==> config.mk <==
export PLATFORM = sky130hd
export DESIGN_NAME = keypad_conditioner
export DESIGN_NICKNAME = d
export VERILOG_FILES = /design/src/rtl/oven_pkg.sv /design/src/rtl/onehot_to_bcd.sv /design/src/rtl/keypad_conditioner.sv
export SDC_FILE = /design/constraint.sdc
export NUM_CORES = 1
export LEC_CHECK = 0
export BUFFER_PORTS_ARGS = -buffer_cell sky130_fd_sc_hd__buf_4
export CORE_MARGIN = 5
export CORE_UTILIZATION = 45
export CTS_BUF_LIST = sky130_fd_sc_hd__clkbuf_8 sky130_fd_sc_hd__clkbuf_16
export DETAILED_ROUTE_END_ITERATION = 6
export GPL_TIMING_DRIVEN = 0
export SLEW_MARGIN = 20
export SYNTH_ARGS = -nofsm -noshare
export SYNTH_HDL_FRONTEND = slang
export SYNTH_SLANG_ARGS = --single-unit
==> constraint.sdc <==
create_clock -name clock -period 5.2 [get_ports clock]
set_clock_uncertainty 0.1 [all_clocks]
set_input_delay 0.52 -clock clock [delete_from_list [all_inputs] [get_ports clock]]
set_output_delay 0.52 -clock clock [all_outputs]
set_load 0.02 [all_outputs]
==> src/rtl/oven_pkg.sv <==
// oven_pkg
// Shared definitions for the microwave oven front-end blocks.
//   state_t           : keypad debounce FSM states (2-bit)
//   DEBOUNCE_DEFAULT  : default number of identical samples to accept a change
//   KEYPAD_W          : number of raw keypad lines (one per digit 0..9)
//   bcd_bit_mask()    : one-hot positions whose index has BCD bit b set
package oven_pkg;

    localparam int KEYPAD_W         = 10;
    localparam int DEBOUNCE_DEFAULT = 3;

    typedef enum logic [1:0] {
        ST_IDLE         = 2'd0,
        ST_CANDIDATE    = 2'd1,
        ST_PRESSED      = 2'd2,
        ST_WAIT_RELEASE = 2'd3
    } state_t;

    // Bit j of the result is set when digit j has BCD bit b set, so
    // OR-reducing (onehot & mask) yields that BCD bit for a one-hot input.
    function automatic logic [KEYPAD_W-1:0] bcd_bit_mask(input int b);
        logic [KEYPAD_W-1:0] m;
        m = '0;
        for (int j = 0; j < KEYPAD_W; j++) begin
            m[j] = (((j >> b) & 1) == 1);
        end
        return m;
    endfunction

endpackage

==> src/rtl/onehot_to_bcd.sv <==
// onehot_to_bcd
// Combinational classifier for a one-hot digit bus.
// Ports:
//   onehot [KEYPAD_W-1:0] in  : bit n = digit n
//   bcd    [3:0]          out : BCD value of the set bit (meaningful only when single=1)
//   single                out : exactly one bit set
//   multi                 out : two or more bits set
module onehot_to_bcd
    import oven_pkg::*;
(
    input  logic [KEYPAD_W-1:0] onehot,
    output logic [3:0]          bcd,
    output logic                single,
    output logic                multi
);

    logic [3:0] ones_cnt;

    genvar gi;
    generate
        for (gi = 0; gi < 4; gi++) begin : g_bcd
            localparam logic [KEYPAD_W-1:0] MASK = bcd_bit_mask(gi);
            assign bcd[gi] = |(onehot & MASK);
        end
    endgenerate

    // Population count, only needed to tell ZERO / SINGLE / MULTI apart.
    always_comb begin
        ones_cnt = 4'd0;
        for (int j = 0; j < KEYPAD_W; j++) begin
            ones_cnt = ones_cnt + {3'd0, onehot[j]};
        end
    end

    assign single = (ones_cnt == 4'd1);
    assign multi  = (ones_cnt > 4'd1);

endmodule

==> src/rtl/keypad_conditioner.sv <==
// keypad_conditioner
// Synchronizes and debounces the raw one-hot oven keypad and emits one
// single-cycle BCD strobe per physical key press.
// Ports:
//   clock        in  : system clock (100 Hz)
//   reset        in  : synchronous, active-high reset
//   keypad [9:0] in  : raw one-hot key lines, asynchronous to clock
//   enable       in  : digit entry allowed; sampled when the strobe would fire
//   digit  [3:0] out : BCD of the last accepted key, held between strobes
//   digit_valid  out : one-cycle strobe, digit valid while high
//   key_held     out : high while a press is accepted and not yet released
//   multi_key    out : registered flag, current sample has >1 key down
module keypad_conditioner
    import oven_pkg::*;
#(
    parameter int DEBOUNCE_CYCLES = DEBOUNCE_DEFAULT,
    parameter int CNT_W           = 4
) (
    input  logic                clock,
    input  logic                reset,
    input  logic [KEYPAD_W-1:0] keypad,
    input  logic                enable,
    output logic [3:0]          digit,
    output logic                digit_valid,
    output logic                key_held,
    output logic                multi_key
);

    localparam logic [CNT_W-1:0] CNT_TARGET = CNT_W'(DEBOUNCE_CYCLES);
    localparam logic [CNT_W-1:0] CNT_MAX    = '1;
    localparam logic [CNT_W-1:0] CNT_ONE    = CNT_W'(1);

    // Two-flop synchronizer. Deliberately not reset: after reset it must keep
    // tracking the pins so a key held across reset is seen as non-zero by
    // WAIT_RELEASE immediately rather than as a brief run of zeros.
    logic [KEYPAD_W-1:0] key_meta_reg;
    logic [KEYPAD_W-1:0] key_s_reg;

    always_ff @(posedge clock) begin
        key_meta_reg <= keypad;
        key_s_reg    <= key_meta_reg;
    end

    logic [3:0] key_bcd;
    logic       key_single;
    logic       key_multi;
    logic       key_zero;

    onehot_to_bcd u_classify (
        .onehot (key_s_reg),
        .bcd    (key_bcd),
        .single (key_single),
        .multi  (key_multi)
    );

    assign key_zero = (key_s_reg == '0);

    state_t              state_reg, state_next;
    logic [CNT_W-1:0]    cnt_reg, cnt_next;
    logic [KEYPAD_W-1:0] cand_reg, cand_next;
    logic [3:0]          digit_reg, digit_next;
    logic                valid_reg, valid_next;
    logic                multi_reg;
    logic [CNT_W-1:0]    cnt_inc;

    // Saturating increment; the counter must never wrap back below target.
    assign cnt_inc = (cnt_reg == CNT_MAX) ? cnt_reg : cnt_reg + CNT_ONE;

    always_ff @(posedge clock) begin
        if (reset) begin
            state_reg <= ST_WAIT_RELEASE;
            cnt_reg   <= '0;
            cand_reg  <= '0;
            digit_reg <= 4'd0;
            valid_reg <= 1'b0;
            multi_reg <= 1'b0;
        end else begin
            state_reg <= state_next;
            cnt_reg   <= cnt_next;
            cand_reg  <= cand_next;
            digit_reg <= digit_next;
            valid_reg <= valid_next;
            multi_reg <= key_multi;
        end
    end

    // cnt holds the number of matching samples already seen; the sample being
    // evaluated is number cnt_inc, so the transition fires when that reaches
    // the target.
    always_comb begin
        state_next = state_reg;
        cnt_next   = cnt_reg;
        cand_next  = cand_reg;
        digit_next = digit_reg;
        valid_next = 1'b0;

        unique case (state_reg)
            ST_IDLE: begin
                if (key_single) begin
                    state_next = ST_CANDIDATE;
                    cand_next  = key_s_reg;
                    cnt_next   = CNT_ONE;
                end
            end

            ST_CANDIDATE: begin
                if (key_s_reg == cand_reg) begin
                    cnt_next = cnt_inc;
                    if (cnt_inc >= CNT_TARGET) begin
                        state_next = ST_PRESSED;
                        // The press is consumed even when entry is disabled.
                        if (enable) begin
                            digit_next = key_bcd;
                            valid_next = 1'b1;
                        end
                    end
                end else begin
                    state_next = ST_IDLE;
                    cnt_next   = '0;
                end
            end

            ST_PRESSED: begin
                // Rollover to a different key is ignored; only a full release
                // re-arms the detector.
                if (key_zero) begin
                    state_next = ST_WAIT_RELEASE;
                    cnt_next   = CNT_ONE;
                end
            end

            ST_WAIT_RELEASE: begin
                if (key_zero) begin
                    cnt_next = cnt_inc;
                    if (cnt_inc >= CNT_TARGET) begin
                        state_next = ST_IDLE;
                        cnt_next   = '0;
                    end
                end else begin
                    cnt_next = '0;
                end
            end

            default: begin
                state_next = ST_WAIT_RELEASE;
                cnt_next   = '0;
            end
        endcase
    end

    assign digit       = digit_reg;
    assign digit_valid = valid_reg;
    assign key_held    = (state_reg == ST_PRESSED);
    assign multi_key   = multi_reg;

endmodule
After elaboration in Yosys (flattened, before gate mapping):

Index checks and enable logic that the tools add are counted.

* bits in registers: 42
* latch bits: 0
* RAM bits: 0
* memory bits (read-only): 0
* input port bits: 13
* output and inout bits: 7
* memories: 0

* $add $sub $neg: 10
* multiply operators: 0
* div/mod/pow operators: 0
* $lt $le $gt $ge: 2
* equal/unequal tests: 11
* shift-type cells: 0
* muxes and demuxes: 15
* bitwise gates (word level): 3
* reductions and logical operators: 11

Operators with widths (count)
* 4-bit by 1-bit adder with 4-bit output: 8
* 4-bit two-way mux: 6
* 4-bit one-hot mux with 4 select lines: 1
* 2-bit two-way mux: 6
* 4-bit OR reduction: 3
* 10-bit equality test: 1
* 10-bit logical NOT: 1
* 2-bit one-hot mux with 4 select lines: 1
* 2-bit inequality test, second input constant: 3
* 5-bit AND reduction: 1
* 5-bit OR reduction: 1
* 4-bit by 1-bit adder with 4-bit output, second input constant: 1
* 2-bit equality test, second input constant: 2
* 4-bit by 1-bit equality test with 1-bit output, second input constant: 1
* 4-bit equality test, second input constant: 1
* 4-bit by 2-bit >= comparator with 1-bit output, second input constant: 1
* 4-bit by 1-bit > comparator with 1-bit output, second input constant: 1
* 2-bit AND reduction: 2
* 4-bit AND reduction: 1
* 3-bit inequality test, second input constant: 1
* 1-bit NOT: 3
* 1-bit by 1-bit adder with 2-bit output: 1
* 2-bit by 1-bit equality test with 1-bit output, second input constant: 1
* 2-bit logical NOT: 1
* 3 further kinds: 3

Depth between registers and ports, before layout:

Gate-level depths: netlist (run 1).

* depth after elaboration: 12
* depth in mapped cells: 15
* mapped depth without buffers: 14

By module:

A second synthesis (run 1) with hierarchy kept.

* cells, all modules: 177
* area, all modules: 1824.2 um^2

By module, submodules not included
* keypad_conditioner: times used 1, cells each 145, area each 1544.0 um^2, sequential area each 840.8 um^2
* onehot_to_bcd: times used 1, cells each 32, area each 280.3 um^2, sequential area each 0.0 um^2

Worst setup path before layout (run 1):

Ideal clock, no wire load.

* kind: register -> register
* start: reg key_s_reg[1]
* end: reg cand_reg[0]
* library setup time: 0.128 ns
* arrival time: 3.942 ns
* data required time: 4.972 ns
* setup slack: 1.031 ns
* cell stages (with the launch flop): 16
* cell sequence: dfxtp_1 -> inv_1 -> ha_1 -> inv_1 -> fa_1 -> fa_1 -> fa_1 -> fa_1 -> inv_1 -> fa_1 -> nor4b_1 -> a41oi_1 -> nor4_1 -> buf_4 -> mux2i_1 -> nor2_1

* word-level cells in the longest chain between the ends: 11

Ends and longest elaborated chain
* start, declared: line keypad_conditioner.sv:37 `logic [KEYPAD_W-1:0] key_s_reg;`
* start signal, assigned: line keypad_conditioner.sv:41 `key_s_reg <= key_meta_reg;`
* 1-bit by 1-bit adder with 2-bit output: line onehot_to_bcd.sv:31 `ones_cnt = ones_cnt + {3'd0, onehot[j]};`
* 4-bit by 1-bit adder with 4-bit output (8 in series): line onehot_to_bcd.sv:31
* 4-bit by 1-bit equality test with 1-bit output: line onehot_to_bcd.sv:35 `assign single = (ones_cnt == 4'd1);`
* 2-bit AND reduction (no line)
* end signal, assigned: line keypad_conditioner.sv:80 `cand_reg <= cand_next;`
* end, declared: line keypad_conditioner.sv:60 `logic [KEYPAD_W-1:0] cand_reg, cand_next;`

No other way between the ends.
A chain may end at the register's enable or synchronous reset.

Worst setup path after layout (run 1):

* start: reg key_s_reg[1]
* end: reg cand_reg[6]

The elaborated chain is that of the path after synthesis.

==> results.py, run 1 <==
metrics = {
    "run_status": {
        "status": "finished, final reports clean",
    },
    "sta": {
        "fin_crit_sh_pct": 87.9,
        "fin_ws_ns": 0.631,
        "maxSlewViolCount": 0,
        "rsz0062_at_grt": "false",
        "setup_tns_ns": 0,
        "period_needed_ns": 4.57,
        "max_slew_margin_pct": 65.7,
        "worstMarginPinSlew_ns": 0.510,
        "setup-violations-final": 0,
        "finalHoldViolations": 0,
        "max_freq_ghz": 0.219,
    },
    "routing": {
        "via_per_inst": 5.15,
        "antenna_left": 0,
        "post-route-drc-count": 0,
        "detail_route.wl_per_cell_um": 13.5,
        "drt_pass1_iterations": 4,
        "drtIter0Drc": 48,
        "drt_wl_total_um": 3380,
        "vias": 1292,
    },
    "min_path": {
        "hp-class": "primary input to register",
    },
    "synthesis": {
        "syn_inst": 175,
        "ys_seq_elements": 42,
        "synth_edf_count": 0,
        "synthTopCellsByCount": "dfxtp_1, inv_1, nor2_1, mux2i_1, xor2_1",
        "synth_area_mm2": 0.00184,
        "yosysMostFrequentCell": "dfxtp_1",
        "ys_types": 38,
        "synth_area_leaders": "dfxtp_1, fa_1, mux2i_1, ha_1, xor2_1",
        "synthFlopType": "dfxtp_1",
        "synth_area_leader_cell": "dfxtp_1",
        "synth_fp_nets": 201,
        "syn_avg_cell_area_um2": 10.5,
        "async_reset_ff_share_pct": 0,
        "synth.top_cell.area_share_pct": 45.8,
        "yosysSeqAreaShare_pct": 45.8,
        "yosysWarningCount": 0,
    },
    "placement": {
        "place_hpwl_um": 2620,
        "place_worst_setup_slack_ns": 0.687,
        "place.gp.congestion": 0.840,
        "placed_area_mm2": 0.00203,
        "io_buffer_count": 18,
        "placed_cells": 243,
    },
    "final_layout": {
        "area_delta_synth_final_pct": 16.1,
        "layout.nets": 226,
        "layoutNonFillerInstCount": 251,
        "antenna_cells": 0,
        "drive_gt1_share_pct": 18.4,
        "nFillCells": 372,
        "fin_area_mm2": 0.00213,
        "ff_latch_area_um2": 841,
        "multi_input_area_um2": 870,
    },
    "clocking": {
        "clock-sinks": 42,
        "ctsResizeCount": 0,
        "cts_tree": "yes",
        "cts.htree.levels": 2,
        "cts_buffer_depth": 2,
        "clk_pin_slew_ns": 0.09,
        "cts_setup_buffers": 0,
        "numCtsBuffers": 5,
        "clock-root-buffer": "clkbuf_8",
        "clkLatencyLatePin_ns": 0.30,
        "hold_buffers": 0,
    },
    "global_routing": {
        "grt_antenna_before_repair": 0,
        "grt_max_degree": 17,
        "overflow": 0,
        "grt_usage_pct": 13.4,
        "grt_pass1_vias": 1285,
        "grt_pass1_wl_um": 5610,
    },
    "critical_path": {
        "start_kind": "register",
        "critical_path_class": "register to register",
        "slowest_delay_ns": 0.51,
        "cpLargestDelayFamily": "adder cells",
        "critical_path_arrival_ns": 4.65,
        "cp_cell_sequence": "inv_1 > ha_1 > inv_1 > fa_1 > fa_1 > fa_1 > fa_1 > inv_1 > fa_1 > nor4b_1 > a41oi_1 > nor4_1 > buf_4 > mux2i_1 > nor2_1",
        "path_buf_inv": 4,
        "endpoint_kind": "register",
        "crit_slowest_cell": "fa_1",
        "cp_max_fo": 10,
        "cp.required_ns": 5.28,
        "cp_common_cell": "fa_1",
    },
    "pwr": {
        "clkPwrFrac_pct": 34.7,
        "p_int_w": 0.000471,
        "switchingPower_w": 0.000178,
        "switching_share_pct": 27.4,
        "powerDensity_mw_per_mm2": 305,
        "combPwrFrac_pct": 13.1,
        "p_leak_nw": 0.948,
        "total_power_w": 0.000649,
        "vdd_ir_drop_max_mv": 0.204,
        "seqPwrFrac_pct": 52.3,
    },
    "floorplanning": {
        "die-area_mm2": 0.00546,
        "die_w_um": 73.9,
        "die-height_um": 73.9,
        "rows": 23,
        "core_area_mm2": 0.00397,
        "ios": 20,
        "initial_core_util_pct": 46.2,
    },
    "job": {
        "drv_cap": 0,
    },
}
[metal layers]
| layer | wire (um) | up-vias | part of all wire [%] | GRT usage (%) |
|---|---|---|---|---|
| met5 | 0 | - | 0 | 0 |
| met2 | 1640 | 20 | 48 | 22.4 |
| li1 | - | 651 | - | - |
| met1 | 1550 | 616 | 46 | 15.9 |
| met3 | 156 | 5 | 4.6 | 4.10 |
| met4 | 41 | 0 | 1.2 | 5.63 |
[per-stage QoR]
stage                     hold slack, ns  utilization, %
after floorplan                    0.210               -
after global placement             0.211            51.2
after detailed placement           0.212            51.2
after CTS                          0.198            53.7
after global routing               0.192            53.7
final                              0.215            53.7
[path summary, 6_finish.rpt]
kind	end	start	slack [ns]	depth (start not counted)
min	key_meta_reg[2]	keypad[2]	0.22	1
max	cand_reg[6]	key_s_reg[1]	0.63	15
min reg2reg	key_s_reg[8]	key_meta_reg[8]	0.23	0
max reg2reg	cand_reg[6]	key_s_reg[1]	0.63	15
[logic make-up after synthesis]
kind of cell,share of synthesized area (%)
AOI/OAI and AO/OA,10.2
DFF,45.8
muxes,6.61
xor gates and xnor gates,4.77
adders and majority gates,11.3
and+or+nand+nor,14.5
buffers and inverters,6.82
[final cells by class]
cell class              count  share of cell area [%]
well taps                  50                    2.94
multi-input cells         107                    40.8
clock buffers               5                    3.23
flip-flops and latches     42                    39.5
clock inverters             3                    1.35
repair buffers             18                    6.34
plain buffers               5                    2.17
inverters                  21                    3.70
[placed cells by master (no fill, tap or decap), drive strengths merged, types with 2 or more instances in the layout]
cell,count
dfxtp,42
inv,23
nor2,21
buf,20
mux2i,11
xor2,10
clkbuf,8
ha,7
fa,6
nor3,5
a311oi,5
nor4,5
a31oi,4
and3,4
nand2,3
nand4,3
nor4b,2
and4,2
o22a,2
a21oi,2
o31ai,2
[power groups by stage]
stage | registers, W | logic (W) | clock network [W]
after floorplan | 0.000348 | 0.0000572 | 0
after global placement | 0.000347 | 0.0000805 | 0
after detailed placement | 0.000347 | 0.0000853 | 0
after CTS | 0.000340 | 0.0000862 | 0.000234
after global routing | 0.000341 | 0.0000969 | 0.000246
final | 0.000339 | 0.0000847 | 0.000225
Note: power is estimated with default switching activity, not from simulation.
==> inputs of run 2 (changes only) <==
--- a/config.mk
+++ b/config.mk
@@ -6,11 +6,15 @@
 export NUM_CORES = 1
 export LEC_CHECK = 0
 export BUFFER_PORTS_ARGS = -buffer_cell sky130_fd_sc_hd__buf_4
+export CELL_PAD_IN_SITES_DETAIL_PLACEMENT = 2
+export CELL_PAD_IN_SITES_GLOBAL_PLACEMENT = 2
 export CORE_MARGIN = 5
-export CORE_UTILIZATION = 45
+export CORE_UTILIZATION = 37
 export CTS_BUF_LIST = sky130_fd_sc_hd__clkbuf_8 sky130_fd_sc_hd__clkbuf_16
 export DETAILED_ROUTE_END_ITERATION = 6
 export GPL_TIMING_DRIVEN = 0
+export PLACE_DENSITY_LB_ADDON = 0.1
+export SETUP_SLACK_MARGIN = 0.4
 export SLEW_MARGIN = 20
 export SYNTH_ARGS = -nofsm -noshare
 export SYNTH_HDL_FRONTEND = slang
==> run 2 against run 1 <==
Compared with the run above: design area is 2.9% higher; critical path type unchanged; register-to-register slack better by 0.04 ns; non-clock buffer count up 1; largest power group unchanged; die area up 19%; largest cell class unchanged.
==> results.py, run 2 (synthesis gave the netlist of run 1 again) <==
metrics = {
    "run_status": {
        "status": "finished, final reports clean",
    },
    "routing": {
        "detail_route.wl_per_cell_um": 16.5,
        "vias": 1335,
        "drt_pass1_iterations": 4,
        "drt_wl_total_um": 4450,
        "via_per_inst": 4.96,
        "post-route-drc-count": 0,
        "drtIter0Drc": 25,
        "antenna_left": 0,
    },
    "final_layout": {
        "utilization_pct": 46.1,
        "antenna_cells": 0,
        "nFillCells": 519,
        "layout.nets": 227,
        "ff_latch_area_um2": 843,
        "final_common_cell": "dfxtp_1",
        "drive_gt1_share_pct": 21.3,
        "area_delta_synth_final_pct": 19.4,
        "layout_common_cells": "dfxtp_1, inv_1, buf_4",
        "multi_input_area_um2": 898,
        "layoutNonFillerInstCount": 269,
    },
    "sta": {
        "maxSlewViolCount": 0,
        "setup-violations-final": 0,
        "rsz0062_at_grt": "false",
        "finalHoldViolations": 0,
        "fin_crit_sh_pct": 87.0,
        "max_freq_ghz": 0.221,
        "holdWs_ns": 0.223,
        "setup_tns_ns": 0,
        "period_needed_ns": 4.53,
        "max_slew_margin_pct": 53.6,
        "worstMarginPinSlew_ns": 0.690,
    },
    "pwr": {
        "powerDensity_mw_per_mm2": 306,
        "p_leak_nw": 0.960,
        "vdd_ir_drop_max_mv": 0.205,
    },
    "floorplanning": {
        "initial_core_util_pct": 38.6,
        "core_area_mm2": 0.00475,
        "ios": 20,
        "die-height_um": 80.4,
        "rows": 25,
        "die-area_mm2": 0.00647,
        "die_w_um": 80.4,
    },
    "critical_path": {
        "reg2reg_slack_ns": 0.67,
        "startpoint": "key_s_reg[1]",
        "path_buf_inv": 4,
        "cp_max_fo": 5,
        "crit_slowest_cell": "fa_1",
        "cp_cell_sequence": "inv_1 > ha_1 > inv_1 > fa_1 > fa_1 > fa_1 > fa_1 > inv_1 > fa_1 > nor4b_2 > a41oi_2 > nor4_4 > buf_4 > mux2i_1 > nor2_1",
        "r2r-start": "key_s_reg[1]",
        "critical_path_class": "register to register",
        "cp.required_ns": 5.27,
        "endpoint_kind": "register",
        "cp_common_cell": "fa_1",
        "start_kind": "register",
        "slowest_delay_ns": 0.52,
        "critical_path_arrival_ns": 4.59,
        "cpLargestDelayFamily": "adder cells",
    },
    "min_path": {
        "hp-start": "keypad[0]",
        "hp-class": "primary input to register",
    },
    "global_routing": {
        "grt_pass1_vias": 1492,
        "grt_antenna_before_repair": 0,
        "grt_max_degree": 15,
        "grt_pass1_wl_um": 7590,
        "overflow": 0,
        "grt_usage_pct": 15.6,
    },
    "clocking": {
        "cts_tree": "yes",
        "cts.htree.levels": 2,
        "hold_buffers": 0,
        "clk_pin_slew_ns": 0.08,
        "clock-root-buffer": "clkbuf_8",
        "clock-sinks": 42,
        "cts_buffer_depth": 2,
        "numCtsBuffers": 5,
        "clkLatencyLatePin_ns": 0.30,
    },
    "placement": {
        "placed_cells": 260,
        "place.gp.congestion": 0.756,
        "place_hpwl_um": 3350,
        "io_buffer_count": 18,
    },
    "job": {
        "drv_cap": 0,
    },
}
run 2: power by group:
group | switching [W] | internal [W] | total (W)
Clock | 0.000119 | 0.000109 | 0.000229
Sequential | 0.00000793 | 0.000332 | 0.000340
Combinational | 0.0000574 | 0.0000447 | 0.000102
Total | 0.000185 | 0.000486 | 0.000671
run 2: worst reg2reg max path, delay by kind of cell (launching register included):
kind | cells | cell delay [ns]
AOI/OAI and AO/OA | 1 | 0.11
muxes | 1 | 0.22
DFF | 1 | 0.38
buffers and inverters | 4 | 0.43
and+or+nand+nor | 3 | 0.62
adders and majority gates | 6 | 2.54
run 2: path summary, 6_finish.rpt:
path                           to  cells after the start
hold reg to reg      key_s_reg[3]                      0
setup reg to reg      cand_reg[3]                     15
setup / recovery      cand_reg[3]                     15
hold / removal    key_meta_reg[0]                      1
run 2: routing by layer:
| layer | vias up | routed length [um] | track usage, % |
|---|---|---|---|
| met1 | 656 | 1930 | 18.3 |
| met4 | 0 | 46 | 5.57 |
| li1 | 657 | - | - |
| met3 | 4 | 132 | 3.36 |
| met2 | 18 | 2330 | 27.6 |
| met5 | - | 0 | 0 |
run 2: cell type report:
cell class	instances	share of cell area (%)
Timing Repair Buffer	19	6.51
Buffer	5	2.11
Clock inverter	2	0.742
Clock buffer	6	3.77
Multi-Input combinational cell	107	41.0
Inverter	21	3.60
Sequential cell	42	38.5
Tap cell	67	3.82
run 2: repair_timing:
action,4_1_cts,5_1_grt
endpoints found under the setup margin,0,10
resized for setup,0,10
buffers inserted,0,0
run 2: stage by stage:
stage	cell area [um2]	total power (W)	setup slack (ns)
4_1_cts	2150	0.000672	0.472
3_5_place_dp	2050	0.000439	0.525
3_3_place_gp	2050	0.000429	0.752
5_1_grt	2190	0.000710	0.458
2_1_floorplan	1840	0.000405	1.03
6_report	2190	0.000671	0.675
